### src/rtl/mdu_ctrl.sv
// Iterative multiply/divide unit for the EX stage.
// One radix-2 step per cycle on magnitudes, sign fix-up on completion.
module mdu_ctrl (
  input  logic        clk,
  input  logic        rst,
  input  logic        op_valid,
  input  logic [1:0]  op_type,
  input  logic [31:0] src_a,
  input  logic [31:0] src_b,
  input  logic        annul,
  output logic        stallreq_from_ex,
  output logic        result_valid,
  output logic [31:0] hi,
  output logic [31:0] lo,
  output logic        busy
);

  typedef enum logic [1:0] {
    IDLE = 2'd0,
    BUSY = 2'd1,
    DONE = 2'd2
  } state_t;

  state_t      state;
  logic [4:0]  cnt;
  logic        is_mul;
  logic        neg_q;
  logic        neg_r;
  logic [31:0] acc;
  logic [31:0] qr;
  logic [31:0] bm;

  logic        sgn_op;
  logic        neg_a;
  logic        neg_b;
  logic        accept;
  logic        div_zero;
  logic [31:0] abs_a;
  logic [31:0] abs_b;
  logic [32:0] dtmp;
  logic [32:0] msum;
  logic [31:0] acc_n;
  logic [31:0] qr_n;
  logic [63:0] prod;
  logic [63:0] prod_fix;
  logic [31:0] q_fix;
  logic [31:0] r_fix;

  // Operand decode: magnitudes and acceptance of a new op.
  always_comb begin
    sgn_op   = ~op_type[0];
    neg_a    = sgn_op & src_a[31];
    neg_b    = sgn_op & src_b[31];
    abs_a    = neg_a ? (~src_a + 32'd1) : src_a;
    abs_b    = neg_b ? (~src_b + 32'd1) : src_b;
    accept   = (state == IDLE) & op_valid & ~annul;
    div_zero = ~op_type[1] & (src_b == 32'd0);
  end

  // Stall EX while an op is being accepted or iterated; flush and reset win.
  assign stallreq_from_ex = ~rst & ~annul &
                            ((state == BUSY) |
                             ((state == IDLE) & op_valid));

  // One restoring-divide or shift-add-multiply step, plus final sign fix.
  always_comb begin
    dtmp = {acc, qr[31]};
    msum = {1'b0, acc} + (qr[0] ? {1'b0, bm} : 33'd0);
    if (is_mul) begin
      acc_n = msum[32:1];
      qr_n  = {msum[0], qr[31:1]};
    end else if (dtmp >= {1'b0, bm}) begin
      acc_n = 32'(dtmp - {1'b0, bm});
      qr_n  = {qr[30:0], 1'b1};
    end else begin
      acc_n = dtmp[31:0];
      qr_n  = {qr[30:0], 1'b0};
    end
    prod     = {acc_n, qr_n};
    prod_fix = neg_q ? (~prod + 64'd1) : prod;
    q_fix    = neg_q ? (~qr_n + 32'd1) : qr_n;
    r_fix    = neg_r ? (~acc_n + 32'd1) : acc_n;
  end

  // Control FSM with registered outputs and iteration datapath.
  always_ff @(posedge clk) begin
    if (rst) begin
      state        <= IDLE;
      cnt          <= 5'd0;
      result_valid <= 1'b0;
      busy         <= 1'b0;
      hi           <= 32'd0;
      lo           <= 32'd0;
      is_mul       <= 1'b0;
      neg_q        <= 1'b0;
      neg_r        <= 1'b0;
      acc          <= 32'd0;
      qr           <= 32'd0;
      bm           <= 32'd0;
    end else begin
      result_valid <= 1'b0;
      unique case (state)
        IDLE: begin
          if (accept) begin
            if (div_zero) begin
              state        <= DONE;
              hi           <= src_a;
              lo           <= 32'hFFFF_FFFF;
              result_valid <= 1'b1;
            end else begin
              state  <= BUSY;
              busy   <= 1'b1;
              cnt    <= 5'd0;
              is_mul <= op_type[1];
              neg_q  <= neg_a ^ neg_b;
              neg_r  <= neg_a;
              acc    <= 32'd0;
              qr     <= op_type[1] ? abs_b : abs_a;
              bm     <= op_type[1] ? abs_a : abs_b;
            end
          end
        end
        BUSY: begin
          if (annul) begin
            state <= IDLE;
            busy  <= 1'b0;
          end else begin
            acc <= acc_n;
            qr  <= qr_n;
            cnt <= cnt + 5'd1;
            if (cnt == 5'd31) begin
              state        <= DONE;
              busy         <= 1'b0;
              result_valid <= 1'b1;
              hi           <= is_mul ? prod_fix[63:32] : r_fix;
              lo           <= is_mul ? prod_fix[31:0] : q_fix;
            end
          end
        end
        DONE: begin
          state <= IDLE;
        end
        default: begin
          state <= IDLE;
          busy  <= 1'b0;
        end
      endcase
    end
  end

endmodule

### config.mk
export PLATFORM = sky130hd
export DESIGN_NAME = mdu_ctrl
export DESIGN_NICKNAME = d
export VERILOG_FILES = /design/src/rtl/mdu_ctrl.sv
export SDC_FILE = /design/constraint.sdc
export NUM_CORES = 1
export LEC_CHECK = 0
export BUFFER_PORTS_ARGS = -buffer_cell sky130_fd_sc_hd__buf_2
export CAP_MARGIN = 40
export CORE_MARGIN = 2
export CORE_UTILIZATION = 55
export CTS_BUF_LIST = sky130_fd_sc_hd__clkbuf_8
export DETAILED_ROUTE_END_ITERATION = 10
export HOLD_SLACK_MARGIN = 0.1
export MAX_ROUTING_LAYER = met4
export PLACE_DENSITY = 0.82
export SYNTH_ARGS = -nofsm -noshare
export SYNTH_HDL_FRONTEND = slang
export SYNTH_SLANG_ARGS = --single-unit
### constraint.sdc
create_clock -name clk -period 7 [get_ports clk]
set_input_delay 0.7 -clock clk [delete_from_list [all_inputs] [get_ports clk]]
set_output_delay 0.7 -clock clk [all_outputs]
set_load 0.01 [all_outputs]
# After elaboration in Yosys (flattened, before gate mapping)
# Index checks and enable logic that the tools add are counted.
# W data, S select, Z words.
# totals
output_inout_bits	67
reg_bits	172
input_bits	70
elab_cells	109
# classes
order_cmp	1
addsub	8
reduce_logical	8
bitwise_logic	20
eq_ne	9
n_mux	51
# ops
op	n
$mux W32	26
$pmux W32 S2	4
$add A32 B1 Y32 const B	4
$not A32 Y32	4
$add A64 B1 Y64 const B	1
$mux W64	1
$not A64 Y64	1
$add A32 B32 Y33	1
$ge A33 B32 Y1	1
$logic_not A32 Y1	1
$sub A32 B32 Y32	1
$mux W5	3
$pmux W5 S2	1
$mux W1	9
$mux W2	4
$ne A2 B2 Y1 const B	4
$reduce_and A4 Y1	2
$and A1 B1 Y1	7
$not A1 Y1	6
$add A5 B1 Y5 const B	1
$eq A5 B5 Y1 const B	1
$reduce_and A5 Y1	1
$pmux W2 S2	1
$ne A3 B2 Y1 const B	1
11 further kinds	11

# Logic depth before layout (Yosys ltp)
# logic_depth
depth_word	10
depth_mapped	22

# Worst setup path after synthesis
# No wires, ideal clock.
# synth_path
kind	reg-to-reg
from	register acc[9]
to	register hi[0]
stages_incl_launch_ff	20
setup_ns	0.132
arrival_time_ns	4.728
required_time_ns	6.868
path_buffers	2
path_slack_ns	2.140
period_less_slack_ns	4.860
cell_sequence	dfxtp_1 ha_1 buf_4 nand4_1 nor2_1 or4_4 buf_6 o31a_4 o31a_1 inv_1 ha_1 or3b_2 or3_1 or2_2 nor2_1 nor2_1 xnor2_1 a2111o_1 o211ai_1 a21oi_1
# synth_between
elab_chain_cells	10
word_cells_on_any_way	15
# synth_rtl
element	line_no	source
from (decl)	29	logic [31:0] acc;
from (signal assigned)	128	acc <= acc_n;
$ge A33 B32 Y1 *	72	end else if (dtmp >= {1'b0, bm}) begin
$mux W1 or $mux W32 (tied branches)	72	
$mux W32	69	if (is_mul) begin
$not A64 Y64 or $not A32 Y32 (tied branches)	80, 82	
$add A64 B1 Y64 or $add A32 B1 Y32 (tied branches)	80, 82	
$mux W64 or $mux W32 (tied branches)	80, 82	
$mux W32 *	135	hi <= is_mul ? prod_fix[63:32] : r_fix;
$mux W32 *	131	if (cnt == 5'd31) begin
$mux W32 *	124	if (annul) begin
$pmux W32 S2 *	102	unique case (state)
to (signal assigned)	107	hi <= src_a;
to (signal assigned)	135	
to (decl)	13	output logic [31:0] hi,
# Mark *: on every way between the ends. The rest lies on a longest branch, timed or not. The select of a mux whose other input is x is not followed.
# A chain may end at the register's enable or synchronous reset.

# Worst setup path in the final report
# layout_path
from	register acc[11]
to	register hi[28]
# layout_between
elab_chain_cells	10
word_cells_on_any_way	17
# layout_rtl
element	line_no
$sub A32 B32 Y32 or $ge A33 B32 Y1 (tied branches)	73, 72
$mux W32 or $mux W1 (tied branches)	72
$mux W32	69
$not A64 Y64 or $not A32 Y32 (tied branches)	80, 82
$add A64 B1 Y64 or $add A32 B1 Y32 (tied branches)	80, 82
$mux W64 or $mux W32 (tied branches)	80, 82
$mux W32 *	135
$mux W32 *	131
$mux W32 *	124
$pmux W32 S2 *	102
# Marks and branches as above.

==> results.md <==
* Mapped cell area at 0.0154 sq mm
* Die footprint at 0.0294 sq mm
* Initial antenna violation count at 4
* Clock transition at the registers of the reported paths at 0.10 ns
* Fin crit period at 5.94 ns
* Clk_lat worst skew at 0.51 ns
* WL per Instance at 25.3 microns
* Core ar. at 0.0277 sq mm
* Tightest Pin Transition at 0.989 ns
* Cells after Synth at 2113
* Post_cts resized at 0
* Worst-path fanout max at 10
* Worst vdd ir at 0.000193 V
* Post-route setup TNS at 0 ns
* Commonest non-fill, non-tap cell in the layout: nor2_1
* Clk_skew at 0.0222 ns
* CTS tree: yes
* Critical path type: reg2reg
* Most frequent cells in the layout: nor2_1 (230), nand2_1 (214), a21oi_1 (194)
* Global route total overflow at 0
* GP Congestion at 1.05
* Ys flop type: dfxtp_1
* Final count of hold timing violations at 0
* Power per Cell Area at 204 mW/mm^2
* Worst path arrival time at 6.31 ns
* Lkg Pwr at 6.77 nW
* MaxCap Viol Count at 0
* Std cell rows at 61
* Initial cell density of the core at 55.7%
* CTS Root Cell: clkbuf_8
* Number of flops mapped to enable cells by yosys at 0
* Syn nets at 2255
* Max-slew violation count at 0
* Post-CTS setup buffers at 0
* Ys async rst share at 0%
* Mean post-synth cell area at 7.30 sq um
* Startpoint types: flop
* Yosys warns at 0
* Post-synth top area cell: dfxtp_1
* Critical path capture point type: flop
* Synth top area cells: dfxtp_1 (22%), a21oi_1 (6.3%), ha_1 (5.7%), nor2_1 (5.6%), xnor2_1 (5.2%)
* Drt pass-1 iters at 6
* Vias in the first global route at 15600
* Outcome: finished, final reports clean
* CP Data Required Time at 7.37 ns
* H-tree Lvls at 4
* CTS Buf Count at 17
* CTS Hold Bufs at 0
* RSZ-0062 raised after global routing: false
* I/O pins at 137
* DP Area at 0.0163 sq mm
* # DRC at 0
* Die width at 172 microns
* First-pass GRT wire length at 96700 microns
* Fin crit share at 84.8%
* Vias/cell at 6.77
* Die Y at 172 microns
* Nets at 2310
* PortBufs at 136
* Pin count of the biggest net entering global routing at 84
* Fmax at 0.168 GHz
* Final worst setup slack at 1.06 ns
* Tot Pwr at 0.00343 W
* Sequential area share after synthesis at 22.3%
* Clock buffer depth at 2
* Slew margin rel. at 33.5%
* Post-synth cell types at 101
* Area growth from synthesis to layout at 8.64%
* DP HPWL at 49300 microns
* Starting DRT DRC Count at 2535
* Post-route ant nets at 0
* Layout cell share with drive strength beyond 1 at 12.3%
* Total Routing Usage GR at 45.1%
* Total wire length at 64900 microns
* Top cell type's share of synthesized area at 22.3%
* Post-route design area at 0.0168 sq mm
* Total vias in the final route at 17400
* Seq cells post-synth at 172
* Setup Slack @ Placement at 1.30 ns
* Final setup fails at 0
* Clk sink count at 172
* Worst hold path class: reg2reg
==> per-layer routing <==
metal,GRT usage [%],vias up,wire length [microns]
met3,11.3,197,7860
met5,-,-,0
met4,20.7,0,3350
li1,-,7851,-
met2,62.3,1164,26300
met1,61.2,8146,27400
==> Yosys cell counts, types with 13 or more instances <==
master      n
nand2_1   214
a211oi_1   31
mux2i_1    46
nor4_1     20
ha_1       70
mux2_2     22
a31oi_1    32
xnor2_1    92
xor2_1     66
nand2b_1   22
a21oi_1   194
and2_1     51
a22oi_1    26
o21bai_1   13
nor2_1    231
nor3_1     56
clkbuf_1   96
inv_1      63
and3_1     20
dfxtp_1   172
nor2b_1    15
or3_1      17
o21a_1     13
o211ai_1   36
o21ai_0   150
a21o_1     14
buf_2      15
nand3_1    36
nand4_1    24
buf_1      13
o22ai_1    21
o31ai_1    21
==> cells by family after synthesis <==
group / synth area share, %
AOI/OAI and AO/OA: 29.0
xor gates and xnor gates: 8.97
adders and majority gates: 5.94
buffers and inverters: 5.16
DFF: 22.3
muxes: 4.69
and+or+nand+nor: 23.9
==> area by class of cell <==
class	instances	area, sq um
Clock inverter	14	156
Multi-Input combinational cell	1745	11200
Inverter	64	240
Antenna cell	6	15.0
Clock buffer	18	248
Fill cell	2669	10900
Tap cell	378	473
Timing Repair Buffer	168	965
Sequential cell	172	3450
==> final timing paths <==
kind	startpoint	endpoint	slack (ns)	cells past startpoint
hold / removal	busy	busy	0.47	2
setup reg to reg	acc[11]	hi[28]	1.06	17
setup / recovery	acc[11]	hi[28]	1.06	17
hold reg to reg	busy	busy	0.47	2
==> power breakdown <==
group,switching [W],leakage (nW),internal (W)
registers,0.0000380,1.40,0.00101
logic,0.00108,5.17,0.000528
clock network,0.000440,0.210,0.000335
==> worst max-delay path, cell delays in order (launching register included) <==
cell and delay [ns]:
dfxtp_1 0.47, ha_1 0.40, nand4_1 0.25, nor2_1 0.08, or4_4 0.56, o31a_4 0.43
o31a_1 0.41, inv_1 0.18, ha_1 0.20, or3b_2 0.49, or3_1 0.50, or2_2 0.44
nor2_1 0.34, nand4_1 0.13, a22oi_1 0.43, nor2b_1 0.10, a211oi_1 0.27, o22ai_1 0.13
==> flip-flops by register name (all words and copies together) (netlist names), 2 cells and up <==
name   flops
acc       32
bm        32
cnt        5
hi        32
lo        32
qr        32
state      2
==> per-stage QoR <==
step / hold slack [ns] / utilization [%] / std cells
after detailed placement: 0.455 / 59.0 / 2526
after CTS: 0.469 / 60.4 / 2558
after global routing: 0.490 / 60.5 / 2563
after floorplan: 0.440 / - / 2113
after global placement: 0.450 / 58.7 / 2523
final: 0.470 / 60.5 / 2565
No activity file was read; power rests on OpenSTA's default activity.
